### src/rtl/pc_fetch_ctrl.sv
// PC register and fetch control: next-PC selection, wrong-path squash,
// and a latency-matched validity pipeline for instruction-memory reads.
module pc_fetch_ctrl #(
    parameter int PC_W     = 9,
    parameter int IMEM_LAT = 1
) (
    input  logic            clk,
    input  logic            rst_n,
    input  logic            en,
    input  logic            stall,
    input  logic            Branch_signal,
    input  logic [PC_W-1:0] Branch_target,
    input  logic            jump_en,
    input  logic [PC_W-1:0] jump_target,
    output logic [PC_W-1:0] imem_addr,
    output logic [PC_W-1:0] pc,
    output logic            if_valid,
    output logic [PC_W-1:0] if_pc,
    output logic            flush_ifid,
    output logic            flush_idex,
    output logic [15:0]     br_taken_cnt
);

    localparam logic [0:0] ST_HALT = 1'b0;
    localparam logic [0:0] ST_RUN  = 1'b1;

    logic [0:0]          state_r;
    logic [0:0]          state_nxt_s;
    logic [PC_W-1:0]     pc_r;
    logic [PC_W-1:0]     pc_nxt_s;
    logic                run_s;
    logic                redirect_s;
    logic                clear_s;
    logic                issue_s;
    logic [IMEM_LAT-1:0] vld_r;
    logic [PC_W-1:0]     addr_r [IMEM_LAT];
    logic [15:0]         cnt_r;

    // Control decode; branch outranks jump, both outrank stall and the halt request.
    always_comb begin
        run_s      = (state_r == ST_RUN);
        redirect_s = run_s & (Branch_signal | jump_en);
        clear_s    = ~run_s | ~en | redirect_s;
        issue_s    = ~clear_s & ~stall;
        pc_nxt_s   = pc_r;
        if (run_s) begin
            if (Branch_signal) begin
                pc_nxt_s = Branch_target;
            end else if (jump_en) begin
                pc_nxt_s = jump_target;
            end else if (stall || !en) begin
                pc_nxt_s = pc_r;
            end else begin
                pc_nxt_s = pc_r + PC_W'(1);
            end
        end else begin
            pc_nxt_s = pc_r;
        end
    end

    // Run/halt state transition.
    always_comb begin
        state_nxt_s = ST_HALT;
        case (state_r)
            ST_HALT: state_nxt_s = en ? ST_RUN : ST_HALT;
            ST_RUN:  state_nxt_s = en ? ST_RUN : ST_HALT;
            default: state_nxt_s = ST_HALT;
        endcase
    end

    // State and PC registers.
    always_ff @(posedge clk or negedge rst_n) begin
        if (!rst_n) begin
            state_r <= ST_HALT;
            pc_r    <= '0;
        end else begin
            state_r <= state_nxt_s;
            pc_r    <= pc_nxt_s;
        end
    end

    // Validity pipeline: a stall freezes it so the pending word is re-presented.
    always_ff @(posedge clk or negedge rst_n) begin
        if (!rst_n) begin
            for (int i = 0; i < IMEM_LAT; i++) begin
                vld_r[i]  <= 1'b0;
                addr_r[i] <= '0;
            end
        end else if (clear_s) begin
            for (int i = 0; i < IMEM_LAT; i++) begin
                vld_r[i]  <= 1'b0;
                addr_r[i] <= '0;
            end
        end else if (issue_s) begin
            vld_r[0]  <= 1'b1;
            addr_r[0] <= pc_r;
            for (int i = 1; i < IMEM_LAT; i++) begin
                vld_r[i]  <= vld_r[i-1];
                addr_r[i] <= addr_r[i-1];
            end
        end
    end

    // Saturating taken-branch counter.
    always_ff @(posedge clk or negedge rst_n) begin
        if (!rst_n) begin
            cnt_r <= 16'd0;
        end else if (run_s && Branch_signal && (cnt_r != 16'hFFFF)) begin
            cnt_r <= cnt_r + 16'd1;
        end
    end

    assign pc           = pc_r;
    assign imem_addr    = pc_r;
    assign if_valid     = vld_r[IMEM_LAT-1];
    assign if_pc        = addr_r[IMEM_LAT-1];
    assign flush_ifid   = run_s & (Branch_signal | jump_en);
    assign flush_idex   = run_s & Branch_signal;
    assign br_taken_cnt = cnt_r;

endmodule

### config.mk
export PLATFORM = sky130hd
export DESIGN_NAME = pc_fetch_ctrl
export DESIGN_NICKNAME = d
export VERILOG_FILES = /design/src/rtl/pc_fetch_ctrl.sv
export SDC_FILE = /design/constraint.sdc
export NUM_CORES = 1
export LEC_CHECK = 0
export CORE_MARGIN = 2
export CORE_UTILIZATION = 46
export CTS_BUF_LIST = sky130_fd_sc_hd__clkbuf_4
export DETAILED_ROUTE_END_ITERATION = 10
export HOLD_SLACK_MARGIN = 0.1
export PLACE_DENSITY = 0.9
export SLEW_MARGIN = 25
export SYNTH_ARGS = -nofsm -noshare
export SYNTH_HDL_FRONTEND = slang
export SYNTH_SLANG_ARGS = --single-unit
### constraint.sdc
create_clock -name clk -period 2.1 [get_ports clk]
set_clock_uncertainty 0.05 [all_clocks]
set_input_delay 0.42 -clock clk [delete_from_list [all_inputs] [get_ports clk]]
set_output_delay 0.42 -clock clk [all_outputs]
set_load 0.02 [all_outputs]
Yosys cells after proc, flatten, opt, wreduce, memory -nomap -nowiden
Index checks and enable logic that the tools add are counted.

Flip-flop bits (word level): 36. Input bits: 24. Output and inout port bits: 46. Logic and storage cells: 33.

$add $sub $neg: 2. Equality and inequality tests: 2. Multiplexer cells: 8. Bitwise gates (word level): 10. Reductions and logical operators: 6.

Operator list (number): $mux W9 (5); $add A16 B1 Y16 const B (1); $ne A16 B16 Y1 const B (1); $add A9 B1 Y9 const B (1); $not A1 Y1 (4); $and A1 B1 Y1 (3); $mux W1 (3); $ne A3 B3 Y1 const B (1); $or A1 B1 Y1 (3); $logic_and A1 B1 Y1 (2); $reduce_and A2 Y1 (1); $reduce_bool A2 Y1 (1); $logic_not A1 Y1 (1); $logic_or A1 B1 Y1 (1).

Longest topological paths before layout
Gate-level depths: netlist of the first run.

Depth in word-level cells: 7. Gate-level depth with buffers: 6. Gate-level depth less buffers: 5.

Least setup slack after synthesis of the first run
OpenSTA, ideal clock, no wires.

Path kind: input port to output port. Start point: input port Branch_signal. End point: output port flush_ifid. Arrival time: 1.221 ns. Data required time: 1.630 ns. Setup slack: 0.409 ns. Stages: 4. Buffers on the path: 2. Cell sequence: buf_2 clkbuf_1 nor2_1 nor2b_1.

Longest elaborated chain between the ends: 2.

RTL lines: start, declared (line 11) `input logic Branch_signal,`; $or A1 B1 Y1 (line 117) `assign flush_ifid = run_s & (Branch_signal | jump_en);`; $and A1 B1 Y1 (line 117); end, declared (line 19) `output logic flush_ifid,`.

No other way between the ends.

Final worst setup path of the first run
Start point: register pc_r[2], in the netlist imem_addr[2]. End point: output port imem_addr[2].

RTL lines: start, declared (line 29) `logic [PC_W-1:0] pc_r;`; start signal, assigned (line 78) `pc_r <= pc_nxt_s;`; end, declared (line 15) `output logic [PC_W-1:0] imem_addr,`.

No word-level cell between the ends.

==> impl_metrics.csv, run 1 <==
group,metric,value,unit
global_route,grt_pass1_wl,8270,µm
cells_and_area,nets,291,
timing,drv_slew,0,
yosys,syn_avg_cell_area,9.80,µm²
timing,setup_viol,0,
drt,wire_per_inst,16.0,µm
timing,worstMarginPinSlew,0.460,ns
placed_design,dp.final_hpwl,3540,µm
drt,viasPerCell,5.56,
cells_and_area,final_cells,316,
worst_setup_path,crit_family,"buffers and inverters",
timing,fin_crit_sh,0.958,
drt,vias,1756,
floorplan,fp.coreArea,4060,µm²
yosys,yosys.area.top_type,"dfrtp_1",
clocking,clockBufferDepth,2,
clocking,clockRootBuffer,"clkbuf_4",
power,vdd_drop_max,0.000730,V
cells_and_area,final_cell_mix,"clkdlybuf4s50_1, dfrtp_1, nand2_1, nor2_1, a21oi_1",
clocking,cts_tree,"built",
power,power_density,845,nW/µm²
worst_setup_path,critPathMaxStageDelay,0.68,ns
yosys,synthAdderAreaFrac,0.0128,
global_route,grt_overflow,0,
clocking,clock_latency,0.36,ns
timing,timing.fmax,0.497,GHz
drt,firstDrtPassIters,4,
cells_and_area,final_cell_area,2780,µm²
yosys,syn-num-nets,226,
global_route,grtUsageTotal,0.214,
timing,grt_setup_unrepaired,"no",
yosys,ys_types,41,
floorplan,dieHeight,69.3,µm
yosys,synth_compound_area_frac,0.137,
clocking,hold_buffers,0,
drt,drcViolationCount,0,
floorplan,die_width,69.3,µm
worst_setup_path,cp.arrival,1.54,ns
floorplan,die-area,4800,µm²
clocking,clk_pin_slew,0.11,ns
clocking,cts.sinks,36,
drt,dr.first_iter.drc_count,106,
floorplan,ios,70,
worst_setup_path,crit_fanout,8,
cells_and_area,drive_gt1_frac,0.0752,
drt,wirelength,5060,µm
worst_setup_path,path_cells,"clkdlybuf4s50_1",
clocking,cts_buffers,5,
placed_design,placed_cell_area,2650,µm²
worst_setup_path,criticalPathCategory,"register to primary output",
floorplan,num_rows,23,
worst_setup_path,slowest_stage,"clkdlybuf4s50_1",
yosys,yosys_register_bits,36,
outcome,status,"finished clean",
yosys,yosys.area.top_type_share,0.459,
yosys,yosys_warnings,0,
timing,min_period,2.01,ns
global_route,antenna_found_initial,0,
yosys,synth_area,1960,µm²
yosys,synth-xor-area-share,0.0715,
power,power.total,0.00235,W
worst_setup_path,required,1.63,ns
clocking,htreeDepth,2,
yosys,synthTopCellsByArea,"dfrtp_1, mux2i_1, buf_4",
timing,final-hold-violation-count,0,
placed_design,dp_cells,308,
job,cap_violations,0,
cells_and_area,mostFrequentLayoutCell,"clkdlybuf4s50_1",
global_route,grt_max_degree,37,
floorplan,start_util,0.483,
placed_design,gp_congestion,0.840,
cells_and_area,fin_util,0.685,
min_path,hp-class,"primary input to asynchronous set/reset pin",
cells_and_area,diodes,0,
worst_setup_path,cp-start-kind,"register",
placed_design,port_buffers,69,
yosys,synth_top_family_by_area,"simple AND/OR/NAND/NOR gates",
timing,slew_headroom,0.693,
cells_and_area,syn_to_final_growth,41.7,%
worst_setup_path,crit_buf_inv,1,
yosys,syn_inst,200,
global_route,grt_pass1_vias,1678,
worst_setup_path,cp-end-kind,"primary output",
drt,drtAntennaViolNets,0,
power,cellLeakagePower,1.23,nW
yosys,synth-simple-area-share,0.184,
yosys,synth_seq_area_share,0.459,
yosys,synthMuxAreaShare,0.0696,
-- cells in the mapped netlist --
cell type  count
mux2_4         1
xnor2_1        8
o211ai_1       3
nor4_1         1
o31a_1         1
nand2b_1       3
nand4_1        2
inv_1          6
nor4_2         1
and3_1         8
nand3b_1       1
dfrtp_1       36
o21a_1         4
nor2b_1        2
nand4_4        1
and4_4         1
and2_1         1
mux2i_1       11
buf_2          3
a21oi_1       12
o21ai_1        1
nand2_1       17
buf_4         10
o2111ai_1      2
or3_1          1
o31ai_2        1
nand3_1        5
o31ai_1        2
ha_1           2
o311ai_0       1
nor3_1         6
o221ai_1       1
mux2_2         1
xor2_1         8
a31oi_1        1
clkbuf_1       4
nor2_1        16
a22oi_1        2
o21ai_0       10
and4_1         2
a2bb2oi_1      1
-- path summary, 6_finish.rpt --
| path | cells past startpoint | to | from | slack, ns |
|---|---|---|---|---|
| worst max-delay path | 1 | imem_addr[2] | imem_addr[2] | 0.09 |
| worst min-delay path | 2 | if_pc[1] | rst_n | 0.41 |
| worst max register to register | 5 | imem_addr[8] | imem_addr[0] | 0.31 |
| worst min register to register | 1 | br_taken_cnt[15] | br_taken_cnt[15] | 0.47 |
| max in group asynchronous | 2 | imem_addr[4] | rst_n | 1.25 |
| min in group clk | 1 | br_taken_cnt[15] | br_taken_cnt[15] | 0.47 |
-- timing repair --
item	in CTS	in global routing
endpoints found under the setup margin	2	0
gates resized for setup	2	0
buffers inserted	0	0
-- layout make-up --
type | count | area, µm²
Clock buffer | 5 | 37.5
Sequential cell | 36 | 901
Tap cell | 50 | 62.6
Inverter | 6 | 22.5
Timing Repair Buffer | 75 | 733
Fill cell | 314 | 1280
Multi-Input combinational cell | 141 | 932
Clock inverter | 3 | 90.1
-- sequential cells by signal, indices dropped and copies added, names as in the netlist --
signal and cells:
if_valid 1, run_s 1, imem_addr 9, if_pc 9, br_taken_cnt 16
-- through the flow --
stage                     setup TNS [ns]  hold slack, ns  worst slack, ns
after floorplan                        0          0.0744            0.409
after global placement            -0.155           0.427          -0.0879
after detailed placement          -0.311           0.454          -0.0928
after CTS                              0           0.430           0.0925
after global routing                   0           0.444           0.0424
final                                  0           0.408           0.0888
-- layer usage --
layer,GRT usage,share of wire
met1,0.287,0.43
met4,0.0784,0.025
met5,0,0
met3,0.0436,0.049
met2,0.344,0.49
-- cells by family (layout without fill, tap and decap cells) --
| logic type | after synthesis | in the layout |
|---|---|---|
| compound gates | 42 | 42 |
| fa+ha+maj | 2 | 2 |
| mux | 13 | 13 |
| buf+inv | 23 | 89 |
| flops | 36 | 36 |
| xor+xnor | 16 | 16 |
| simple gates | 68 | 68 |
-- report_power, final --
part	internal [W]	switching [W]	total, W
clock network	0.000490	0.000255	0.000745
registers	0.000778	0.000134	0.000913
logic	0.000359	0.000332	0.000690
total	0.00163	0.000721	0.00235
No activity file was read; power rests on OpenSTA's default activity.
==> run 2: changes to the inputs <==
--- a/config.mk
+++ b/config.mk
@@ -5,11 +5,13 @@
 export SDC_FILE = /design/constraint.sdc
 export NUM_CORES = 1
 export LEC_CHECK = 0
+export CAP_MARGIN = 20
 export CORE_MARGIN = 2
 export CORE_UTILIZATION = 46
 export CTS_BUF_LIST = sky130_fd_sc_hd__clkbuf_4
+export CTS_CLUSTER_SIZE = 10
 export DETAILED_ROUTE_END_ITERATION = 10
-export HOLD_SLACK_MARGIN = 0.1
+export HOLD_SLACK_MARGIN = 0.03
 export PLACE_DENSITY = 0.9
 export SLEW_MARGIN = 25
 export SYNTH_ARGS = -nofsm -noshare
==> results of run 2 <==
Final layout, timing and power as in run 1 (identical DEF).
